===== src/rtl/pe_feeder_pkg.sv =====
// pe_feeder_pkg: constants and types shared by the PE feeder files.
//   DBITS_DEF        : d/c accumulator width (mirrors dbits in parameters.v)
//   A_W/B_W/SHIFT_W  : PE operand widths for a, b and rounding shift
//   FLUSH_CYCLES_DEF : bubble cycles needed to drain the wrapped PE
//   state_t          : feeder FSM states
package pe_feeder_pkg;

  localparam int DBITS_DEF        = 32;
  localparam int A_W              = 8;
  localparam int B_W              = 19;
  localparam int SHIFT_W          = 6;
  localparam int FLUSH_CYCLES_DEF = 4;

  typedef enum logic [1:0] {
    S_IDLE    = 2'd0,
    S_PRELOAD = 2'd1,
    S_COMPUTE = 2'd2,
    S_FLUSH   = 2'd3
  } state_t;

endpackage


===== src/rtl/pe_feeder_out_reg.sv =====
// pe_feeder_out_reg: registered PE input bundle.
//   CLK, RST   : clock, synchronous active-low reset
//   pre_load   : load a D preload beat (a=b=0, d=pre_d, flip propagate)
//   beat_load  : load an A/B beat (d=0)
//   shift_load : capture a new rounding shift
//   a/b/d/valid/propagate/shift : registered outputs toward the PE
// Without a load, valid drops to 0 and a/b/d hold their last values.
module pe_feeder_out_reg
  import pe_feeder_pkg::*;
#(
  parameter int DBITS = DBITS_DEF
) (
  input  logic               CLK,
  input  logic               RST,
  input  logic               pre_load,
  input  logic               beat_load,
  input  logic               shift_load,
  input  logic [DBITS-1:0]   pre_d,
  input  logic [A_W-1:0]     beat_a,
  input  logic [B_W-1:0]     beat_b,
  input  logic [SHIFT_W-1:0] shift_in,
  output logic [A_W-1:0]     a,
  output logic [B_W-1:0]     b,
  output logic [DBITS-1:0]   d,
  output logic               valid,
  output logic               propagate,
  output logic [SHIFT_W-1:0] shift
);

  always_ff @(posedge CLK) begin
    if (!RST) begin
      a         <= '0;
      b         <= '0;
      d         <= '0;
      valid     <= 1'b0;
      propagate <= 1'b0;
      shift     <= '0;
    end else begin
      valid <= pre_load | beat_load;
      if (pre_load) begin
        a         <= '0;
        b         <= '0;
        d         <= pre_d;
        // Each preload swaps the PE's double buffer.
        propagate <= ~propagate;
      end else if (beat_load) begin
        a <= beat_a;
        b <= beat_b;
        d <= '0;
      end
      if (shift_load) shift <= shift_in;
    end
  end

endmodule


===== src/rtl/pe_feeder.sv =====
// pe_feeder: feeds one registered PE tile from the array-controller side.
//   CLK, RST          : clock, synchronous active-low reset
//   cmd_*             : command channel (preload flag, d, beat count, shift)
//   in_valid/in_ready : A/B operand stream (in_a, in_b)
//   io_in_*1          : registered PE input bundle
//   done              : one-cycle pulse on return to IDLE
//   stall_cnt         : (PE_FEEDER_STALL_CNT_EN only) COMPUTE cycles with
//                       in_valid low, saturating, cleared on command accept
//
// Handshakes: a transfer happens on a rising CLK edge where valid and ready
// are both high. cmd_ready is high only in IDLE and in_ready only in COMPUTE
// while beats remain; neither ready depends on its valid, and an initiator
// must hold valid and payload stable until the transfer.
//
// After the last beat FLUSH_CYCLES bubbles are inserted so results leave the
// wrapper registers and PE pipeline before the next command starts.
module pe_feeder
  import pe_feeder_pkg::*;
#(
  parameter int DBITS        = DBITS_DEF,
  parameter int LEN_W        = 8,
  parameter int FLUSH_CYCLES = FLUSH_CYCLES_DEF
) (
  input  logic               CLK,
  input  logic               RST,
  input  logic               cmd_valid,
  output logic               cmd_ready,
  input  logic               cmd_preload,
  input  logic [DBITS-1:0]   cmd_d,
  input  logic [LEN_W-1:0]   cmd_len,
  input  logic [SHIFT_W-1:0] cmd_shift,
  input  logic               in_valid,
  output logic               in_ready,
  input  logic [A_W-1:0]     in_a,
  input  logic [B_W-1:0]     in_b,
  output logic [A_W-1:0]     io_in_a1,
  output logic [B_W-1:0]     io_in_b1,
  output logic [DBITS-1:0]   io_in_d1,
  output logic               io_in_valid1,
  output logic               io_in_control_propagate1,
  output logic [SHIFT_W-1:0] io_in_control_shift1,
  output logic               done
`ifdef PE_FEEDER_STALL_CNT_EN
  ,output logic [15:0]       stall_cnt
`endif
);

  localparam int FC_W = $clog2(FLUSH_CYCLES + 1);

  state_t           state;
  logic [LEN_W-1:0] cnt;
  logic [FC_W-1:0]  flush_cnt;
  logic [DBITS-1:0] d_q;
  logic             accept;
  logic             beat;

  assign cmd_ready = (state == S_IDLE);
  // A len==0 COMPUTE visit takes no beats, so in_ready stays low then.
  assign in_ready  = (state == S_COMPUTE) && (cnt != '0);
  assign accept    = cmd_ready && cmd_valid;
  assign beat      = in_ready && in_valid;

  always_ff @(posedge CLK) begin
    if (!RST) begin
      state     <= S_IDLE;
      cnt       <= '0;
      flush_cnt <= '0;
      d_q       <= '0;
      done      <= 1'b0;
    end else begin
      done <= 1'b0;
      case (state)
        S_IDLE: begin
          flush_cnt <= '0;
          if (cmd_valid) begin
            cnt   <= cmd_len;
            d_q   <= cmd_d;
            state <= cmd_preload ? S_PRELOAD : S_COMPUTE;
          end
        end
        S_PRELOAD: begin
          state <= (cnt == '0) ? S_FLUSH : S_COMPUTE;
        end
        S_COMPUTE: begin
          if (cnt == '0) begin
            state <= S_FLUSH;
          end else if (beat) begin
            cnt <= cnt - LEN_W'(1);
            if (cnt == LEN_W'(1)) state <= S_FLUSH;
          end
        end
        S_FLUSH: begin
          if (flush_cnt == FC_W'(FLUSH_CYCLES - 1)) begin
            state <= S_IDLE;
            done  <= 1'b1;
          end else begin
            flush_cnt <= flush_cnt + FC_W'(1);
          end
        end
        default: state <= S_IDLE;
      endcase
    end
  end

  pe_feeder_out_reg #(
    .DBITS(DBITS)
  ) u_out_reg (
    .CLK        (CLK),
    .RST        (RST),
    .pre_load   (state == S_PRELOAD),
    .beat_load  (beat),
    .shift_load (accept),
    .pre_d      (d_q),
    .beat_a     (in_a),
    .beat_b     (in_b),
    .shift_in   (cmd_shift),
    .a          (io_in_a1),
    .b          (io_in_b1),
    .d          (io_in_d1),
    .valid      (io_in_valid1),
    .propagate  (io_in_control_propagate1),
    .shift      (io_in_control_shift1)
  );

`ifdef PE_FEEDER_STALL_CNT_EN
  always_ff @(posedge CLK) begin
    if (!RST || accept) begin
      stall_cnt <= '0;
    end else if (state == S_COMPUTE && !in_valid && stall_cnt != 16'hFFFF) begin
      stall_cnt <= stall_cnt + 16'd1;
    end
  end
`endif

endmodule


===== config.mk =====
export PLATFORM = sky130hd
export DESIGN_NAME = pe_feeder
export DESIGN_NICKNAME = d
export VERILOG_FILES = /design/src/rtl/pe_feeder_pkg.sv /design/src/rtl/pe_feeder_out_reg.sv /design/src/rtl/pe_feeder.sv
export SDC_FILE = /design/constraint.sdc
export NUM_CORES = 1
export LEC_CHECK = 0
export ABC_CLOCK_PERIOD_IN_PS = 1800
export CAP_MARGIN = 20
export CELL_PAD_IN_SITES_DETAIL_PLACEMENT = 0
export CELL_PAD_IN_SITES_GLOBAL_PLACEMENT = 1
export CORE_MARGIN = 2
export CORE_UTILIZATION = 41
export DETAILED_ROUTE_END_ITERATION = 10
export DONT_BUFFER_PORTS = 1
export HOLD_SLACK_MARGIN = 0.05
export PLACE_DENSITY = 0.82
export SYNTH_ARGS = -nofsm -noshare
export SYNTH_HDL_FRONTEND = slang
export SYNTH_SLANG_ARGS = --single-unit

===== constraint.sdc =====
create_clock -name CLK -period 1.8 [get_ports CLK]
set_input_delay 0.27 -clock CLK [delete_from_list [all_inputs] [get_ports CLK]]
set_output_delay 0.27 -clock CLK [all_outputs]
set_load 0.05 [all_outputs]

==> impl_summary.log, run 1 <==
INFO  metric port_buffers = 0
INFO  metric area_inside_the_core_boundary = ~0.010 sq mm
INFO  metric gr_met3_demand_resource = 7.082%
INFO  metric violated_checks = setup timing
INFO  metric synth-warning-count = 0
INFO  metric layout.filler_cells = about 900
INFO  metric die_width = roughly 110 um
INFO  metric route.detailed.wl_per_inst = approximately 16 um
INFO  metric max-vdd-ir-drop = about 1100 uV
INFO  metric f_max = 0.5094 GHz
INFO  metric worst-endpoint-required = about 1500 ps
INFO  metric htree_levels = 4
INFO  metric whs = between 80 and 90 ps
INFO  metric final-max-slew-violation-count = 0
INFO  metric layoutNonFillerInstCount = ~730
INFO  metric synth_edf_count = 0
INFO  metric ys_seq_elements = between 100 and 150
INFO  metric avg_synthesized_cell_area = about 9 sq um
INFO  metric global_route.overflow_total = 0
INFO  metric initial_antenna_violation_count = 1
INFO  metric rows = 37
INFO  metric numCtsBuffers = 17
INFO  metric postSynth.topFlopCell = dfxtp_1
INFO  metric power-per-cell-area = around 1700 mW/mm^2
INFO  metric synthesis.instances = 485
INFO  metric layout.cells.most_common_list = 142 x nand2_1, 109 x dfxtp_1, 73 x dlygate4sd3_1
INFO  metric drt-pass1-iter-count = 5
INFO  metric mappedNetlistNets = 571
INFO  metric worstMarginPinSlew = ~570 ps
INFO  metric grt_util_met2 = a little over a third
INFO  metric number_of_nets_still_failing_antenna_checks_after_routing = 0
INFO  metric critPathMostFrequentCell = buf_6
INFO  metric drive_gt1_share = between 10% and 20%
INFO  metric final_setup_skew = 7.708 ps
INFO  metric max-slew-margin-rel = 61.82%
INFO  metric detailed_place_hpwl = between 7 and 8 mm
INFO  metric global_route.usage.total = around 20%
INFO  metric globalRoute.busiestLayer = met2
INFO  metric routed_wl = between 10 and 15 mm
INFO  metric path_clk_slew = 60 ps
INFO  metric critical_path.reg2reg.startpoint = cnt[1]$_SDFFE_PN0P_
INFO  metric clk_root_buffer_cell = clkbuf_8
INFO  metric cts_max_path_buffers = 2
INFO  metric timing.final.ws_setup = -162.9 ps
INFO  metric endpoint_of_the_most_critical_register_to_register_path = cnt[3]$_SDFFE_PN0P_
INFO  metric start_util = a little over two fifths
INFO  metric floorplan.die_area = 0.01151 sq mm
INFO  metric route.detailed.drc = 0
INFO  metric layout_min_cycle_time = roughly 2000 ps
INFO  metric cts_tree = yes
INFO  metric unrepaired_setup_endpoints_after_global_routing = true
INFO  metric asyncSetResetFlopFracSynth = 0%
INFO  metric final_setup_violations = 1
INFO  metric first_global_vias = ~3,800
INFO  metric outcome = complete, but fails checks
INFO  metric route.detailed.vias_per_inst = roughly 5.2
INFO  metric design.final.nets = between 600 and 700
INFO  metric die-height = about 110 um
INFO  metric hold_path_class = in -> reg
INFO  metric timing.critical_path.fanout_max = 2
INFO  metric number_of_sinks_on_the_clock_net = 113
INFO  metric setup.reg_to_reg.worst_slack = 30 ps
INFO  metric placedCellCount = between 600 and 700
INFO  metric gp_routability_congestion = 0.8477
INFO  metric sequential_share_of_the_synthesized_area = about half
INFO  metric use_met1 = a little under a quarter
INFO  metric critical-path-max-stage-delay = 330 ps
INFO  metric critPathArrivalTime = ~1700 ps
INFO  metric clk_latency = 500 ps
INFO  metric drt_iter0_markers = ~250
INFO  metric hold_viol_final = 0
INFO  metric post-layout-total-power = between 10 and 15 mW
INFO  metric power.leakage = 2.416 nW
INFO  metric startpoint_type = flop
INFO  metric synth_area = around 0.0044 sq mm
INFO  metric layout_commonest_cell = nand2_1
INFO  metric cap_viol_max_count = 0
INFO  metric worst-r2r-cell-count = 9
INFO  metric hold_end = state[0]$_SDFFE_PN0P_
INFO  metric worstPathCellList = inv_2, ha_4, buf_6, nor3b_4, buf_6, a21oi_4, buf_12
INFO  metric critical_path.endpoint_type = output port
INFO  metric holdPathStages = 3
INFO  metric grt_first_pass_wirelength = between 15 and 20 mm
INFO  metric timing_worst_setup_path_type = reg -> out
INFO  metric hold_start = cmd_preload
INFO  metric timing.final.crit_share = 109.1%
INFO  metric synthToLayoutAreaGrowth = 42.80%
INFO  metric crit_slowest_cell = dfxtp_2
INFO  metric finish.utilization = approximately 60%
INFO  metric grt_max_degree = a little under 60
INFO  metric top_level_ports = 148
INFO  metric detailroute.via_count = 3,812
INFO  metric synth_cell_types = 44
-- cell usage after synthesis (2+ instances only) --
library cell    n  area (sq um)
a21boi_0       40         300.3
a21boi_1        2         15.01
a21o_1          4         30.03
a21oi_1        38         190.2
a22o_1         32         280.3
a31oi_1         3         18.77
and2_1          4         25.02
buf_1           3         11.26
buf_2          14         70.07
clkbuf_1       17         63.81
dfxtp_1       113          2262
ha_1            8         100.1
inv_1           9         33.78
mux2i_1         3         30.03
nand2_1       142         533.0
nand2b_1        4         25.02
nand3_1         2         10.01
nand3b_1        2         15.01
nor2_1          6         22.52
nor2b_1         4         25.02
nor3_1          2         10.01
o21a_1          4         30.03
o21ai_0         8         40.04
-- worst max path at each step --
stage               slack, ps                           end             startpoint
finish                   -160                      in_ready    cnt[1]$_SDFFE_PN0P_
global placement           60           cnt[6]$_SDFFE_PN0P_  state[0]$_SDFFE_PN0P_
CTS                      -190                      in_ready    cnt[0]$_SDFFE_PN0P_
floorplan                   9           cnt[6]$_SDFFE_PN0P_  state[0]$_SDFFE_PN0P_
global route             -240                      in_ready    cnt[4]$_SDFFE_PN0P_
detailed placement         40  u_out_reg.b[10]$_SDFFE_PP0P_  state[0]$_SDFFE_PN0P_
-- worst max-delay path, delay by kind of cell, from the launching register on --
family,cells,cell delay (ps)
flops,1,330
buf+inv,4,430
fa+ha+maj,1,150
simple gates,1,140
compound gates,1,140
-- registers in the layout, indices dropped and copies added, names as in the netlist, 2 cells and up --
name and cells:
d_q 32, u_out_reg.shift 6, cnt 8, u_out_reg.d 32
flush_cnt 3, u_out_reg.a 8, state 2, u_out_reg.b 19
-- timing repair --
action | CTS | global route
hold endpoints to repair | 81 | 0
pin swaps | 3 | 1
setup buffers | 8 | 2
hold buffers | 74 | 0
resized for setup | 18 | 6
endpoints found under the setup margin | 1 | 37
-- layer usage --
| layer | wire length (um) | part of all wire, % |
|---|---|---|
| met4 | 167 | 1.4 |
| met2 | 5736 | 50 |
| met3 | 823 | 7.1 |
| met1 | 4846 | 42 |
| met5 | 0 | 0 |
-- where the power goes --
| group | internal, mW | leakage, nW | total, mW | switching [mW] |
|---|---|---|---|---|
| sequential | 2.89 | 0.920 | 3.64 | 0.744 |
| clock | 2.45 | 0.308 | 3.55 | 1.10 |
| combinational | 1.69 | 1.19 | 3.65 | 1.97 |
-- layout make-up --
type / instances / area [sq um] / share of cell area, %
antenna: 1 / 2.502 / 0.04007
inverter: 9 / 36.28 / 0.5810
sequential: 113 / 2267 / 36.31
clock inverter: 10 / 181.4 / 2.905
multi-input combinational: 328 / 1994 / 31.94
clock buffer: 21 / 449.2 / 7.193
tap: 136 / 170.2 / 2.725
timing repair buffer: 115 / 1144 / 18.31
-- logic make-up after synthesis --
| logic type | count (synthesis) | synth area share (%) |
|---|---|---|
| AND/OR/NAND/NOR | 176 | 17.71 |
| buffers and inverters | 44 | 4.349 |
| XOR/XNOR | 1 | 0.2003 |
| adder cells (fa/ha/maj) | 8 | 2.289 |
| flip-flops | 113 | 51.73 |
| multiplexers | 4 | 0.9442 |
| AO/OA/AOI/OAI | 139 | 22.78 |
-- per-stage QoR --
step,instance area [sq um],worst slack (ps),TNS [ps]
3_5_place_dp,4692,35.01,0
5_1_grt,6245,-240.4,-240.4
3_3_place_gp,4692,58.29,0
6_report,6245,-162.9,-162.9
2_1_floorplan,4389,8.746,0
4_1_cts,6207,-187.3,-187.3
No activity file was read; power rests on OpenSTA's default activity.
==> run 2, diff against run 1 <==
- GPL_ROUTABILITY_DRIVEN: unset -> 1
- GPL_TIMING_DRIVEN: unset -> 0
==> run 2 against run 1 <==
Against the previous run:
- the flow still finishes with violations (setup timing)
- wire length up 4.8%
- fmax up 3.9%
- flip-flop and latch count stayed put
- global-route usage is 0.93 points higher
- sequential power grew 3%
- via count is 1.2% higher
- critical path type unchanged
- highest routed layer unchanged
==> impl_summary.log, run 2 (synthesis results as in run 1) <==
INFO  metric outcome = complete, but fails checks
INFO  metric violated_checks = setup timing
INFO  metric route.detailed.wl_per_inst = 16.24 um (+2.8%)
INFO  metric gp_routability_congestion = 0.8244 (-2.7%)
INFO  metric htree_levels = 4 (unchanged)
INFO  metric drive_gt1_share = 18.82% (+3.6 points)
INFO  metric grt_first_pass_wirelength = 18.84 mm (+3.8%)
INFO  metric detailed_place.area = 0.004559 sq mm (-2.8%)
INFO  metric setup_tns_final = -150.0 ps (+12.96 ps)
INFO  metric global_route.usage.total = 21.23% (+0.93 points)
INFO  metric layout.cells.most_common_list = 141 x nand2_1, 109 x dfxtp_1, 74 x dlygate4sd3_1
INFO  metric timing_worst_setup_path_type = reg -> out
INFO  metric worstMarginPinSlew = 574.8 ps (+2.850 ps)
INFO  metric final-max-slew-violation-count = 0 (unchanged)
INFO  metric grt_max_degree = 17 (-71%)
INFO  metric worst-endpoint-required = 1530 ps (about the same)
INFO  metric route.detailed.vias_per_inst = 5.165 (-0.69%)
INFO  metric numCtsBuffers = 17 (unchanged)
INFO  metric drt_iter0_markers = 200 (-21%)
INFO  metric die_width = 107.3 um (unchanged)
INFO  metric global_route.overflow_total = 0 (unchanged)
INFO  metric power.leakage = 2.436 nW (+0.84%)
INFO  metric p_comb_share = 34.1% (+0.4 points)
INFO  metric clk_root_buffer_cell = clkbuf_8
INFO  metric power.sequential.fraction = 34.5% (+1.0 points)
INFO  metric cts_max_path_buffers = 2 (unchanged)
INFO  metric whs = 66.32 ps (-19.28 ps)
INFO  metric design.final.nets = 685 (+2.2%)
INFO  metric max-slew-margin-rel = 61.63% (-0.19 points)
INFO  metric hold_path_class = in -> reg
INFO  metric number_of_sinks_on_the_clock_net = 113 (unchanged)
INFO  metric layout_min_cycle_time = 1888 ps (-74.51 ps)
INFO  metric first_global_vias = 3,865 (+2.4%)
INFO  metric timing.critical_path.fanout_max = 5 (+3)
INFO  metric floorplan.die_area = 0.01151 sq mm (unchanged)
INFO  metric cts_tree = yes
INFO  metric unrepaired_setup_endpoints_after_global_routing = true
INFO  metric start_util = 42.36% (unchanged)
INFO  metric detailroute.via_count = 3,858 (+1.2%)
INFO  metric hold_viol_final = 0 (unchanged)
INFO  metric startpoint_type = flop
INFO  metric p_switching = 3.992 mW (+4.8%)
INFO  metric routed_wl = 12.13 mm (+4.8%)
INFO  metric number_of_nets_still_failing_antenna_checks_after_routing = 0 (unchanged)
INFO  metric layout_top_registers = d_q x32, u_out_reg.d x32, u_out_reg.b x19
INFO  metric layoutNonFillerInstCount = 747 (+1.9%)
INFO  metric placedCellCount = 621 (+0.65%)
INFO  metric synthToLayoutAreaGrowth = 44.46%
INFO  metric initial_antenna_violation_count = 0 (-1)
INFO  metric fin_area = 0.006317 sq mm (+1.2%)
INFO  metric final_setup_skew = 20.74 ps (+13.04 ps)
INFO  metric port_buffers = 0 (unchanged)
INFO  metric layout_commonest_cell = nand2_1
INFO  metric layout.filler_cells = 861 (-3.1%)
INFO  metric internal_dissipation = 6.832 mW (-2.8%)
INFO  metric rows = 37 (unchanged)
INFO  metric critical_path.endpoint_type = output port
INFO  metric power-per-cell-area = 1714 mW/mm^2 (-1.3%)
INFO  metric cap_viol_max_count = 0 (unchanged)
INFO  metric top_level_ports = 148 (unchanged)
INFO  metric max-vdd-ir-drop = 963.6 uV (-16%)
INFO  metric clock_power_share = 31.4% (-1.4 points)
INFO  metric antenna_cells_inserted = 0 (-1)
INFO  metric drt-pass1-iter-count = 4 (-1)
INFO  metric final_setup_violations = 4 (+3)
INFO  metric timing.final.crit_share = 104.9% (-4.1 points)
INFO  metric critPathArrivalTime = 1620 ps (-70 ps)
INFO  metric route.detailed.drc = 0 (unchanged)
INFO  metric clk_latency = 520 ps (+20 ps)
INFO  metric area_inside_the_core_boundary = 0.01032 sq mm (unchanged)
INFO  metric die-height = 107.3 um (unchanged)
INFO  metric f_max = 0.5295 GHz (+3.9%)
INFO  metric path_clk_slew = 60 ps (about the same)
INFO  metric sw_frac_of_total = 36.88% (+1.7 points)
INFO  metric timing.final.ws_setup = -88.42 ps (+74.51 ps)
INFO  metric detailed_place_hpwl = 7.697 mm (+7.4%)
[run 2: cell count changes in the layout (fill, tap and decap cells not counted), moves of 5 or more]
| cell | change |
|---|---|
| buf_6 | +9 |
| a21oi_1 | -6 |
| buf_12 | -6 |
| a21oi_2 | +6 |
| buf_2 | +5 |
| buf_4 | -8 |
| clkbuf_1 | +5 |
| clkbuf_2 | +5 |
[run 2: area by class of cell]
class / instances / area [sq um] / share of cell area (%)
Multi-Input combinational cell: 328 / 2066 / 32.70
Inverter: 9 / 38.79 / 0.6140
Tap cell: 136 / 170.2 / 2.694
Timing Repair Buffer: 97 / 928.4 / 14.70
Clock buffer: 20 / 455.4 / 7.209
Clock inverter: 11 / 152.6 / 2.416
Sequential cell: 113 / 2270 / 35.93
Buffer: 33 / 236.5 / 3.743
[run 2: per-stage QoR]
stage	utilization, %	setup WS, ps	power [mW]
floorplan	-	8.746	5.681
global placement	44.16	-405.2	6.246
detailed placement	44.16	-411.5	6.316
CTS	60.07	-80.96	10.59
global route	61.19	-151.6	11.38
finish	61.19	-88.42	10.82
[run 2: path summary, 6_finish.rpt]
| path | startpoint | to | slack, ps | depth (start not counted) |
|---|---|---|---|---|
| worst min-delay path | cmd_preload | state[0]$_SDFFE_PN0P_ | 70 | 3 |
| worst max-delay path | cnt[0]$_SDFFE_PN0P_ | in_ready | -90 | 4 |
| worst max register to register | state[0]$_SDFFE_PN0P_ | cnt[6]$_SDFFE_PN0P_ | -40 | 8 |
| worst min register to register | d_q[19]$_SDFFE_PN0P_ | d_q[19]$_SDFFE_PN0P_ | 460 | 2 |
[run 2: what timing repair did]
item                                    4_1_cts  5_1_grt
hold buffers                                 73        1
endpoints found under the setup margin      107       86
resized for setup                            56       36
buffers inserted                             18        4
pin swaps                                    11       10
gates cloned                                  1        0
hold endpoints to repair                     74        7
[run 2: worst max-delay path, cell delays in order, from the launching register on]
cell and delay [ps]:
dfxtp_2 330, inv_2 50, ha_4 160, nor3b_4 170, a21oi_4 400
[run 2: power groups by stage]
stage	registers (mW)	clock network (mW)	logic [mW]
floorplan	3.67	0	2.01
global route	3.78	3.58	4.02
CTS	3.73	3.45	3.41
finish	3.74	3.40	3.69
global placement	3.74	0	2.51
detailed placement	3.75	0	2.56
[run 2: layer usage]
| metal | global-route usage, % | share of wire, % | routed length, um |
|---|---|---|---|
| met1 | 23.57 | 41 | 5019 |
| met2 | 36.48 | 49 | 5951 |
| met3 | 7.203 | 7.3 | 887 |
| met4 | 9.833 | 2.2 | 271 |
| met5 | 0 | 0 | 0 |
==> run 3, diff against run 2 <==
--- a/config.mk
+++ b/config.mk
@@ -19,2 +19,3 @@
 export PLACE_DENSITY = 0.82
+export SETUP_SLACK_MARGIN = 0.3
 export SYNTH_ARGS = -nofsm -noshare
==> constraint.sdc (replaced) <==
create_clock -name CLK -period 1.8 [get_ports CLK]
set_input_delay 0.18 -clock CLK [delete_from_list [all_inputs] [get_ports CLK]]
set_output_delay 0.18 -clock CLK [all_outputs]
set_load 0.05 [all_outputs]
==> run 3 against run 2 <==
Against the previous run:
- the flow still finishes with violations (setup timing)
- sequential share of layout area shrank 4.1 points
- critical path depth grew 5
- via count grew 7.4%
- non-clock buffer count grew 37
- count of clock-buffer cells in the layout shrank 2
- wire length grew 15%
- largest cell class is now multi-input gates
- highest routed layer unchanged
==> impl_summary.log, run 3 (synthesis results as in run 1) <==
INFO  metric power-per-cell-area = 1708 mW/mm^2 (-0.31%)
INFO  metric route.detailed.vias_per_inst = 5.283 (+2.3%)
INFO  metric layout_commonest_cell = dfxtp_1
INFO  metric global_route.overflow_total = 0 (unchanged)
INFO  metric cts_max_path_buffers = 2 (unchanged)
INFO  metric detailroute.via_count = 4,142 (+7.4%)
INFO  metric antenna_cells_inserted = 0 (unchanged)
INFO  metric cts_tree = yes
INFO  metric design.final.nets = 722 (+5.4%)
INFO  metric number_of_sinks_on_the_clock_net = 113 (unchanged)
INFO  metric timing.critical_path.fanout_max = 5 (unchanged)
INFO  metric post-layout-total-power = 12.22 mW (+13%)
INFO  metric synthToLayoutAreaGrowth = 63.58%
INFO  metric die-height = 107.3 um (unchanged)
INFO  metric timing.final.crit_share = 101.3% (-3.6 points)
INFO  metric violated_checks = setup timing
INFO  metric final_setup_skew = 8.661 ps (-12.08 ps)
INFO  metric timing_worst_setup_path_type = reg -> reg
INFO  metric numCtsBuffers = 17 (unchanged)
INFO  metric unrepaired_setup_endpoints_after_global_routing = true
INFO  metric grt_max_degree = 17 (unchanged)
INFO  metric f_max = 0.5484 GHz (+3.6%)
INFO  metric outcome = complete, but fails checks
INFO  metric place_worst_setup_slack = -202.4 ps (+209.1 ps)
INFO  metric critical_path.endpoint_type = flop
INFO  metric clk_root_buffer_cell = clkbuf_8
INFO  metric clk_latency = 500 ps (-20 ps)
INFO  metric drt_iter0_markers = 228 (+14%)
INFO  metric hold_viol_final = 0 (unchanged)
INFO  metric startpoint_type = flop
INFO  metric initial_antenna_violation_count = 0 (unchanged)
INFO  metric route.detailed.drc = 0 (unchanged)
INFO  metric grt_first_pass_wirelength = 20.97 mm (+11%)
INFO  metric max-vdd-ir-drop = 1101 uV (+14%)
INFO  metric layoutNonFillerInstCount = 784 (+5.0%)
INFO  metric layout.cells.most_common_list = 107 x dfxtp_1, 103 x nand2_1, 75 x dlygate4sd3_1
INFO  metric rows = 37 (unchanged)
INFO  metric layout_min_cycle_time = 1823 ps (-65.00 ps)
INFO  metric top_level_ports = 148 (unchanged)
INFO  metric routed_wl = 13.92 mm (+15%)
INFO  metric detailed_place_hpwl = 7.907 mm (+2.7%)
INFO  metric die_width = 107.3 um (unchanged)
INFO  metric max-slew-margin-rel = 59.58% (-2.0 points)
INFO  metric drive_gt1_share = 33.95% (+15 points)
INFO  metric timing.final.ws_setup = -23.42 ps (+65.00 ps)
INFO  metric placedCellCount = 621 (unchanged)
INFO  metric drt-pass1-iter-count = 4 (unchanged)
INFO  metric hold_path_class = in -> reg
INFO  metric route.detailed.wl_per_inst = 17.76 um (+9.4%)
INFO  metric worstMarginPinSlew = 605.5 ps (+30.66 ps)
INFO  metric final-max-slew-violation-count = 0 (unchanged)
INFO  metric area_inside_the_core_boundary = 0.01032 sq mm (unchanged)
INFO  metric number_of_nets_still_failing_antenna_checks_after_routing = 0 (unchanged)
INFO  metric layout_top_registers = d_q x32, u_out_reg.d x32, u_out_reg.b x19
INFO  metric port_buffers = 0 (unchanged)
INFO  metric floorplan.die_area = 0.01151 sq mm (unchanged)
INFO  metric final_setup_violations = 1 (-3)
INFO  metric worst-endpoint-required = 2190 ps (+660 ps)
INFO  metric htree_levels = 4 (unchanged)
INFO  metric setup.reg_to_reg.worst_slack = -20 ps (+20 ps)
INFO  metric power.leakage = 2.777 nW (+14%)
INFO  metric global_route.usage.total = 23.39% (+2.2 points)
INFO  metric finish.utilization = 69.29% (+8.1 points)
INFO  metric start_util = 42.36% (unchanged)
INFO  metric gp_routability_congestion = 0.8297 (+0.64%)
INFO  metric cap_viol_max_count = 0 (unchanged)
INFO  metric critPathArrivalTime = 2220 ps (+600 ps)
INFO  metric path_clk_slew = 60 ps (about the same)
INFO  metric first_global_vias = 4,173 (+8.0%)
==> run 3: changes by cell type in the layout (fill, tap and decap cells not counted), sizes merged <==
cell	delta
buf	+36
clkinv	+5
clkbuf	-2
clkinvlp	-2
dlygate4sd3	+1
inv	-1
==> run 3: per-layer routing <==
| layer | track usage (%) | wire [um] | up-vias |
|---|---|---|---|
| li1 | - | - | 1975 |
| met1 | 28.25 | 5927 | 2001 |
| met2 | 39.96 | 6941 | 148 |
| met3 | 6.840 | 852 | 18 |
| met4 | 7.421 | 200 | 0 |
| met5 | 0 | 0 | - |
==> run 3: final cells by class <==
cell class / instances / area [sq um]
sequential: 113 / 2275
clock inverter: 13 / 161.4
clock buffer: 18 / 427.9
multi-input combinational: 328 / 2341
tap: 136 / 170.2
inverter: 9 / 36.28
buffer: 35 / 367.9
timing repair buffer: 132 / 1374
fill: 760 / 3171
==> run 3: final timing paths <==
check | from | cells past startpoint | endpoint
setup / recovery | state[0]$_SDFFE_PN0P_ | 9 | cnt[6]$_SDFFE_PN0P_
hold / removal | in_valid | 3 | cnt[7]$_SDFFE_PN0P_
setup reg to reg | state[0]$_SDFFE_PN0P_ | 9 | cnt[6]$_SDFFE_PN0P_
hold reg to reg | d_q[26]$_SDFFE_PN0P_ | 2 | d_q[26]$_SDFFE_PN0P_
==> run 3: what timing repair did <==
action                     CTS  global route
hold buffers                75             0
setup endpoints to repair  109           112
setup buffers               38             8
pin swaps                   34            21
hold endpoints to repair    74             0
gates cloned                 9             2
gates resized for setup    168            66
==> run 3: per-stage QoR <==
stage / hold WS (ps) / TNS [ps] / cell area (sq um)
6_report: 83.41 / -23.42 / 7153
5_1_grt: 101.9 / -444.1 / 7153
2_1_floorplan: 316.0 / 0 / 4514
4_1_cts: 61.76 / -3.289 / 6857
3_3_place_gp: 320.6 / -576.2 / 4684
3_5_place_dp: 326.9 / -854.9 / 4684
==> run 3: where the power goes <==
part | internal (mW) | switching (mW) | total (mW) | leakage, nW
Sequential | 2.90 | 0.862 | 3.76 | 0.922
Combinational | 2.65 | 2.46 | 5.11 | 1.56
Clock | 2.14 | 1.21 | 3.35 | 0.291
Total | 7.69 | 4.53 | 12.2 | 2.78
==> run 3: worst max-delay path, cell delays in order, from the launching register on <==
cell and delay, ps:
dfxtp_2 330, inv_2 70, buf_4 110, ha_4 230, buf_6 150, mux2_4 330
o221ai_4 90, buf_6 160, o22ai_1 80, and2_1 150
